### src/rtl/mem_port_arbiter_if.sv
// Bus bundle between IF/DM requesters, the arbiter and the unified memory.
// ARB_PERF_CNT_EN adds the conflict/stall counter outputs.
interface mem_port_arbiter_if #(
  parameter int ADDR_W = 32,
  parameter int DATA_W = 32
);
  logic              if_req;
  logic [ADDR_W-1:0] if_addr;
  logic              if_gnt;
  logic              if_rvalid;
  logic [DATA_W-1:0] if_rdata;

  logic              dm_req;
  logic              dm_we;
  logic [ADDR_W-1:0] dm_addr;
  logic [DATA_W-1:0] dm_wdata;
  logic [2:0]        dm_read_type;
  logic [1:0]        dm_write_type;
  logic              dm_gnt;
  logic              dm_rvalid;
  logic [DATA_W-1:0] dm_rdata;

  logic [ADDR_W-1:0] mem_addr;
  logic              mem_we;
  logic [DATA_W-1:0] mem_din;
  logic [2:0]        mem_read_type;
  logic [1:0]        mem_write_type;
  logic [DATA_W-1:0] mem_dout;

`ifdef ARB_PERF_CNT_EN
  logic [31:0]       conflict_cnt;
  logic [31:0]       if_stall_cnt;
`endif

  modport slave (
    input  if_req, if_addr,
    input  dm_req, dm_we, dm_addr, dm_wdata,
    input  dm_read_type, dm_write_type,
    input  mem_dout,
    output if_gnt, if_rvalid, if_rdata,
    output dm_gnt, dm_rvalid, dm_rdata,
    output mem_addr, mem_we, mem_din,
    output mem_read_type, mem_write_type
`ifdef ARB_PERF_CNT_EN
    , output conflict_cnt, if_stall_cnt
`endif
  );

  modport master (
    output if_req, if_addr,
    output dm_req, dm_we, dm_addr, dm_wdata,
    output dm_read_type, dm_write_type,
    output mem_dout,
    input  if_gnt, if_rvalid, if_rdata,
    input  dm_gnt, dm_rvalid, dm_rdata,
    input  mem_addr, mem_we, mem_din,
    input  mem_read_type, mem_write_type
`ifdef ARB_PERF_CNT_EN
    , input conflict_cnt, if_stall_cnt
`endif
  );
endinterface

### src/rtl/mem_port_arbiter.sv
// IF/DM arbiter for one single-ported memory, data-first with IF anti-starvation.
// Optional perf counters are built when ARB_PERF_CNT_EN is defined.
module mem_port_arbiter #(
  parameter int ADDR_W     = 32,
  parameter int DATA_W     = 32,
  parameter int MEM_LAT    = 1,
  parameter int STARVE_MAX = 4
) (
  input logic clk,
  input logic rst,
  mem_port_arbiter_if.slave bus
);
  localparam int SW = $clog2(STARVE_MAX + 1);

  typedef struct packed {
    logic vld;
    logic src;
  } tag_t;

  logic [SW-1:0]     starve_q, starve_d;
  tag_t              tag_q [MEM_LAT];
  tag_t              tag_in, tag_out;
  logic [DATA_W-1:0] if_rdata_q, dm_rdata_q;
  logic              conflict, if_win;
  logic              if_gnt, dm_gnt;
  logic              if_rv, dm_rv;

  always_comb begin
    conflict = bus.if_req & bus.dm_req;
    if_win   = starve_q >= SW'(STARVE_MAX);
    if_gnt   = 1'b0;
    dm_gnt   = 1'b0;
    // no grant while reset is held, even if requests are up
    if (!rst) begin
      if (conflict) begin
        if_gnt = if_win;
        dm_gnt = ~if_win;
      end else begin
        if_gnt = bus.if_req;
        dm_gnt = bus.dm_req;
      end
    end
  end

  always_comb begin
    starve_d = starve_q;
    if (!bus.if_req || if_gnt)
      starve_d = '0;
    else if (starve_q < SW'(STARVE_MAX))
      starve_d = starve_q + SW'(1);
  end

  always_comb begin
    bus.mem_addr       = '0;
    bus.mem_we         = 1'b0;
    bus.mem_din        = '0;
    bus.mem_read_type  = '0;
    bus.mem_write_type = '0;
    if (if_gnt) begin
      bus.mem_addr = bus.if_addr;
    end else if (dm_gnt) begin
      bus.mem_addr       = bus.dm_addr;
      bus.mem_we         = bus.dm_we;
      bus.mem_din        = bus.dm_wdata;
      bus.mem_read_type  = bus.dm_read_type;
      bus.mem_write_type = bus.dm_write_type;
    end
  end

  always_comb begin
    tag_in.vld = if_gnt | (dm_gnt & ~bus.dm_we);
    tag_in.src = dm_gnt;
    tag_out    = tag_q[MEM_LAT-1];
    if_rv      = tag_out.vld & ~tag_out.src;
    dm_rv      = tag_out.vld & tag_out.src;
  end

  always_ff @(posedge clk or posedge rst) begin
    if (rst) begin
      starve_q <= '0;
      for (int i = 0; i < MEM_LAT; i++)
        tag_q[i] <= '0;
    end else begin
      starve_q <= starve_d;
      tag_q[0] <= tag_in;
      for (int i = 1; i < MEM_LAT; i++)
        tag_q[i] <= tag_q[i-1];
    end
  end

  // hold registers keep the last return of each side
  always_ff @(posedge clk or posedge rst) begin
    if (rst) begin
      if_rdata_q <= '0;
      dm_rdata_q <= '0;
    end else begin
      if (if_rv)
        if_rdata_q <= bus.mem_dout;
      if (dm_rv)
        dm_rdata_q <= bus.mem_dout;
    end
  end

  assign bus.if_gnt    = if_gnt;
  assign bus.dm_gnt    = dm_gnt;
  assign bus.if_rvalid = if_rv;
  assign bus.dm_rvalid = dm_rv;
  assign bus.if_rdata  = if_rv ? bus.mem_dout : if_rdata_q;
  assign bus.dm_rdata  = dm_rv ? bus.mem_dout : dm_rdata_q;

`ifdef ARB_PERF_CNT_EN
  logic [31:0] conflict_cnt_q, if_stall_cnt_q;

  always_ff @(posedge clk or posedge rst) begin
    if (rst) begin
      conflict_cnt_q <= '0;
      if_stall_cnt_q <= '0;
    end else begin
      if (conflict)
        conflict_cnt_q <= conflict_cnt_q + 32'd1;
      if (bus.if_req && !if_gnt)
        if_stall_cnt_q <= if_stall_cnt_q + 32'd1;
    end
  end

  assign bus.conflict_cnt = conflict_cnt_q;
  assign bus.if_stall_cnt = if_stall_cnt_q;
`endif
endmodule

### src/flat_wrapper.sv
// flat-port wrapper written by rule: the top's interface ports become plain ports
module mem_port_arbiter_flat 
#(
  parameter int ADDR_W     = 32,
  parameter int DATA_W     = 32,
  parameter int MEM_LAT    = 1,
  parameter int STARVE_MAX = 4
)
  (clk, rst, bus_if_req, bus_if_addr, bus_dm_req, bus_dm_we, bus_dm_addr, bus_dm_wdata, bus_dm_read_type, bus_dm_write_type, bus_mem_dout, bus_if_gnt, bus_if_rvalid, bus_if_rdata, bus_dm_gnt, bus_dm_rvalid, bus_dm_rdata, bus_mem_addr, bus_mem_we, bus_mem_din, bus_mem_read_type, bus_mem_write_type);
  mem_port_arbiter_if #(.ADDR_W(ADDR_W), .DATA_W(DATA_W)) bus_i ();
  input logic clk;
  input logic rst;
  input wire logic [$bits(bus_i.if_req)-1:0] bus_if_req;
  input wire logic [$bits(bus_i.if_addr)-1:0] bus_if_addr;
  input wire logic [$bits(bus_i.dm_req)-1:0] bus_dm_req;
  input wire logic [$bits(bus_i.dm_we)-1:0] bus_dm_we;
  input wire logic [$bits(bus_i.dm_addr)-1:0] bus_dm_addr;
  input wire logic [$bits(bus_i.dm_wdata)-1:0] bus_dm_wdata;
  input wire logic [$bits(bus_i.dm_read_type)-1:0] bus_dm_read_type;
  input wire logic [$bits(bus_i.dm_write_type)-1:0] bus_dm_write_type;
  input wire logic [$bits(bus_i.mem_dout)-1:0] bus_mem_dout;
  output wire logic [$bits(bus_i.if_gnt)-1:0] bus_if_gnt;
  output wire logic [$bits(bus_i.if_rvalid)-1:0] bus_if_rvalid;
  output wire logic [$bits(bus_i.if_rdata)-1:0] bus_if_rdata;
  output wire logic [$bits(bus_i.dm_gnt)-1:0] bus_dm_gnt;
  output wire logic [$bits(bus_i.dm_rvalid)-1:0] bus_dm_rvalid;
  output wire logic [$bits(bus_i.dm_rdata)-1:0] bus_dm_rdata;
  output wire logic [$bits(bus_i.mem_addr)-1:0] bus_mem_addr;
  output wire logic [$bits(bus_i.mem_we)-1:0] bus_mem_we;
  output wire logic [$bits(bus_i.mem_din)-1:0] bus_mem_din;
  output wire logic [$bits(bus_i.mem_read_type)-1:0] bus_mem_read_type;
  output wire logic [$bits(bus_i.mem_write_type)-1:0] bus_mem_write_type;
  assign bus_i.if_req = bus_if_req;
  assign bus_i.if_addr = bus_if_addr;
  assign bus_i.dm_req = bus_dm_req;
  assign bus_i.dm_we = bus_dm_we;
  assign bus_i.dm_addr = bus_dm_addr;
  assign bus_i.dm_wdata = bus_dm_wdata;
  assign bus_i.dm_read_type = bus_dm_read_type;
  assign bus_i.dm_write_type = bus_dm_write_type;
  assign bus_i.mem_dout = bus_mem_dout;
  assign bus_if_gnt = bus_i.if_gnt;
  assign bus_if_rvalid = bus_i.if_rvalid;
  assign bus_if_rdata = bus_i.if_rdata;
  assign bus_dm_gnt = bus_i.dm_gnt;
  assign bus_dm_rvalid = bus_i.dm_rvalid;
  assign bus_dm_rdata = bus_i.dm_rdata;
  assign bus_mem_addr = bus_i.mem_addr;
  assign bus_mem_we = bus_i.mem_we;
  assign bus_mem_din = bus_i.mem_din;
  assign bus_mem_read_type = bus_i.mem_read_type;
  assign bus_mem_write_type = bus_i.mem_write_type;
  mem_port_arbiter #(.ADDR_W(ADDR_W), .DATA_W(DATA_W), .MEM_LAT(MEM_LAT), .STARVE_MAX(STARVE_MAX)) u_core (.clk(clk), .rst(rst), .bus(bus_i));
endmodule
### config.mk
export PLATFORM = sky130hd
export DESIGN_NAME = mem_port_arbiter_flat
export DESIGN_NICKNAME = d
export VERILOG_FILES = /design/src/rtl/mem_port_arbiter_if.sv /design/src/rtl/mem_port_arbiter.sv /design/src/flat_wrapper.sv
export SDC_FILE = /design/constraint.sdc
export NUM_CORES = 1
export LEC_CHECK = 0
export BUFFER_PORTS_ARGS = -buffer_cell sky130_fd_sc_hd__buf_2
export CORE_AREA = 2 2 106 108
export CTS_BUF_LIST = sky130_fd_sc_hd__clkbuf_4 sky130_fd_sc_hd__clkbuf_8 sky130_fd_sc_hd__clkbuf_16
export CTS_CLUSTER_DIAMETER = 120
export DETAILED_ROUTE_END_ITERATION = 12
export DIE_AREA = 0 0 108 110
export PLACE_DENSITY = 0.76
export SLEW_MARGIN = 20
export SYNTH_ARGS = -nofsm -noshare
export SYNTH_HDL_FRONTEND = slang
export SYNTH_SLANG_ARGS = --single-unit
### constraint.sdc
create_clock -name clk -period 3.6 [get_ports clk]
set_input_delay 0.72 -clock clk [delete_from_list [all_inputs] [get_ports clk]]
set_output_delay 0.72 -clock clk [all_outputs]
set_load 0.02 [all_outputs]
==> summary.txt <==
Run status
  – Status: finished clean

Worst setup path
  – CP bufs+invs: 2
  – Worst path top cell family by delay: simple AND/OR/NAND/NOR gates
  – Crit path required time: between 2 and 3 ns
  – Worst r2r dst: u_core.starve_q[2]
  – Critical Path End Type: primary output
  – Startpoint types: flip-flop
  – R2R Setup Slk: roughly 1.9 ns
  – Crit. Startpoint: u_core.starve_q[2]
  – Worst path depth: 5
  – CP max FO: 22
  – R2R depth: 3
  – CP Data Arrival Time: approximately 2.3 ns
  – CP cell instances: nand2b_1 > buf_4 > a32oi_1 > nor2_1 > buf_2
  – Worst R2R Start: u_core.starve_q[2]
  – Crit Path Class: flip-flop to primary output
  – Worst setup endpoint: bus_mem_addr[20]
  – CP max stage cell: dfrtp_1
  – CP max stage delay: 0.56 ns

Logic synthesis
  – Syn avg cell area: between 10 and 15 um^2
  – Yosys cell types: 26
  – Syn nets: roughly 420
  – Mapped Area: roughly 3400 um^2
  – Mapped Cells: 283
  – Warnings from Yosys: 0
  – Sequential fraction of the synthesis area: 0.507
  – Synthesized flop and latch total: slightly below 70

STA
  – RSZ-0062 raised after global routing: false
  – Period minus WS final: 2.97 ns
  – Setup TNS: 0 ns
  – Clk_skew: 0.0139 ns
  – Final setup viols: 0
  – Final hold vios: 0
  – Max Freq: 337 MHz
  – Slew headroom: 0.427
  – Slew Limit Fails: 0
  – Worst-Margin Slew: ~0.86 ns
  – Tcrit/Tclk final: 0.825

Run
  – Max-Cap Viols: 0

Pwr
  – Leakage: roughly 2.7 nW
  – Clock Power Share: 0.231
  – P_sw: about 940 uW
  – Switching portion of total power: 0.373
  – Peak supply drop: approximately 0.23 mV
  – Sequential Power Share: 0.395
  – Internal: approximately 1.6 mW
  – Logic gate share of total power: 0.374
  – Power per cell area: 499 nW/um^2

Cells and area
  – Layout cells sized above 1: 0.664
  – Synthesis-to-layout area growth: 48.3%
  – ANT cells: 0
  – FF+latch area: 1730 um^2
  – Final non-filler cell total: ~700
  – Layout Nets: roughly 700
  – Area of the multi-input gates: 1520 um^2
  – Fillers: about 1000

Clocking
  – CTS Buffer Depth: 2
  – Hold-fix buffers, CTS: 0
  – Clock sinks: a little under 70
  – Post-CTS Repair Setup Buffers: 0
  – CTS resizes: 0
  – H-Tree Level Count: 3
  – Clock-pin slew on the worst setup and hold paths: approximately 0.08 ns
  – Clock buffer count from CTS: 9
  – Clk_lat worst skew: about 0.34 ns
  – CTS tree: built
  – Clock Tree Root: clkbuf_8

Detailed routing
  – Drt first-iter violations: between 200 and 250
  – Drt wl/cell: between 15 and 20 um
  – Total number of vias: 3394
  – Routed vias/inst: around 5
  – Final ANT Viol Nets: 0
  – Drt first pass iters: 4
  – Routed WL: 12100 um
  – DRC viols: 0

Global route
  – Total GRT Usage: 0.190
  – First-pass GRT wire length: between 15000 and 20000 um
  – Initial antenna violation count: 0
  – Largest net degree at the start of global routing: a little over 70
  – Vias in the first global route: roughly 3400
  – GRT Residual Overflow: 0

Floorplan
  – Site row count: 38
  – Die height: 110 um
  – Total Die Area: between 10000 and 15000 um^2
  – Die extent in x: 108 um
  – Starting density of the core: 0.319
  – Core Area: roughly 11000 um^2
  – Io pins: around 280

Placed design
  – GP Congestion: approximately 0.85
  – Dpl cells: 678
  – PortBufs: around 280
  – Placed wire-length estimate: ~9600 um

Hold path
  – Hold Path Class: flip-flop to flip-flop
placed cells by master, fill, tap and decap left out, drive strengths merged:
cell type and instances:
nor2b 1, a21boi 1, nor2 33, clkbuf 9
o32ai 1, mux2i 1, clkinvlp 2, xor2 1
a32oi 32, and3 1, a21oi 1, a2bb2oi 1
o21ai 2, nand2 2, and2 38, a211oi 1
ha 1, inv 7, nand2b 1, dfrtp 69
buf 282, nand4b 1, clkinv 2, mux2 64
state kept, by name, summed over array words and instances (netlist names):
signal             count
u_core.tag_out         2
u_core.if_rdata_q     32
u_core.starve_q        3
u_core.dm_rdata_q     32
cell usage after synthesis (all sizes together):
master | n | area, um^2
dfrtp | 69 | 1730
mux2 | 64 | 721
and2 | 38 | 238
nor2 | 33 | 124
a32oi | 32 | 280
buf | 22 | 154
clkbuf | 5 | 20.0
inv | 4 | 15.0
nand2 | 2 | 7.51
o21ai | 2 | 10.0
a211oi | 1 | 12.5
a21boi | 1 | 11.3
a21oi | 1 | 5.00
a2bb2oi | 1 | 8.76
and3 | 1 | 6.26
ha | 1 | 12.5
mux2i | 1 | 10.0
nand2b | 1 | 6.26
nand4b | 1 | 8.76
nor2b | 1 | 6.26
o32ai | 1 | 16.3
xor2 | 1 | 8.76
worst reg2reg max path: cells and delay by family, from the launching register on:
kind	cells	cell delay (ns)
and+or+nand+nor	1	0.50
buffers and inverters	1	0.35
AOI/OAI and AO/OA	1	0.12
DFF	1	0.56
final cells by class:
type,instances,area share
Clock inverter,7,0.0114
Sequential cell,69,0.342
Timing Repair Buffer,282,0.285
Multi-Input combinational cell,183,0.300
Inverter,4,0.00297
Clock buffer,9,0.0245
Tap cell,140,0.0347
logic make-up after synthesis:
logic type / count (synthesis) / synth area share
AOI/OAI and AO/OA: 39 / 0.101
xor gates and xnor gates: 1 / 0.00257
adders and majority gates: 1 / 0.00367
buffers and inverters: 31 / 0.0554
DFF: 69 / 0.507
muxes: 65 / 0.214
and+or+nand+nor: 77 / 0.116
power by group through the flow:
stage / sequential, mW / clock [mW] / combinational (mW)
2_1_floorplan: 0.990 / 0 / 0.616
3_3_place_gp: 0.997 / 0 / 0.927
3_5_place_dp: 1.01 / 0 / 0.950
4_1_cts: 0.996 / 0.608 / 0.952
5_1_grt: 1.01 / 0.640 / 1.01
6_report: 0.995 / 0.583 / 0.942
per-stage QoR:
step                      hold slack [ns]  cell area [um^2]  worst slack [ns]  utilization  power (mW)
after floorplan                     0.506              3410            0.0598            -        1.61
after global placement              0.475              4870             0.736        0.455        1.92
after detailed placement            0.480              4870             0.579        0.455        1.96
after CTS                           0.499              5050             0.550        0.472        2.56
after global routing                0.508              5050             0.516        0.473        2.66
final                               0.495              5050             0.631        0.473        2.52
per-layer routing:
layer  GRT usage  share of wire  up-vias
li1            -              -     1536
met4      0.0678          0.030        0
met1       0.217           0.36     1645
met3      0.0364          0.067       26
met5           0              0        -
met2       0.354           0.54      187
worst min path at each step:
stage	start	end	slack [ns]	cells after the start
3_5_place_dp	u_core.dm_rdata_q[24]	u_core.dm_rdata_q[24]	0.48	1
4_1_cts	u_core.dm_rdata_q[24]	u_core.dm_rdata_q[24]	0.50	1
6_report	u_core.dm_rdata_q[24]	u_core.dm_rdata_q[24]	0.50	1
3_3_place_gp	u_core.dm_rdata_q[23]	u_core.dm_rdata_q[23]	0.48	1
2_1_floorplan	u_core.starve_q[0]	u_core.starve_q[0]	0.51	1
5_1_grt	u_core.dm_rdata_q[24]	u_core.dm_rdata_q[24]	0.51	1
(Power assumes the default switching activity.)
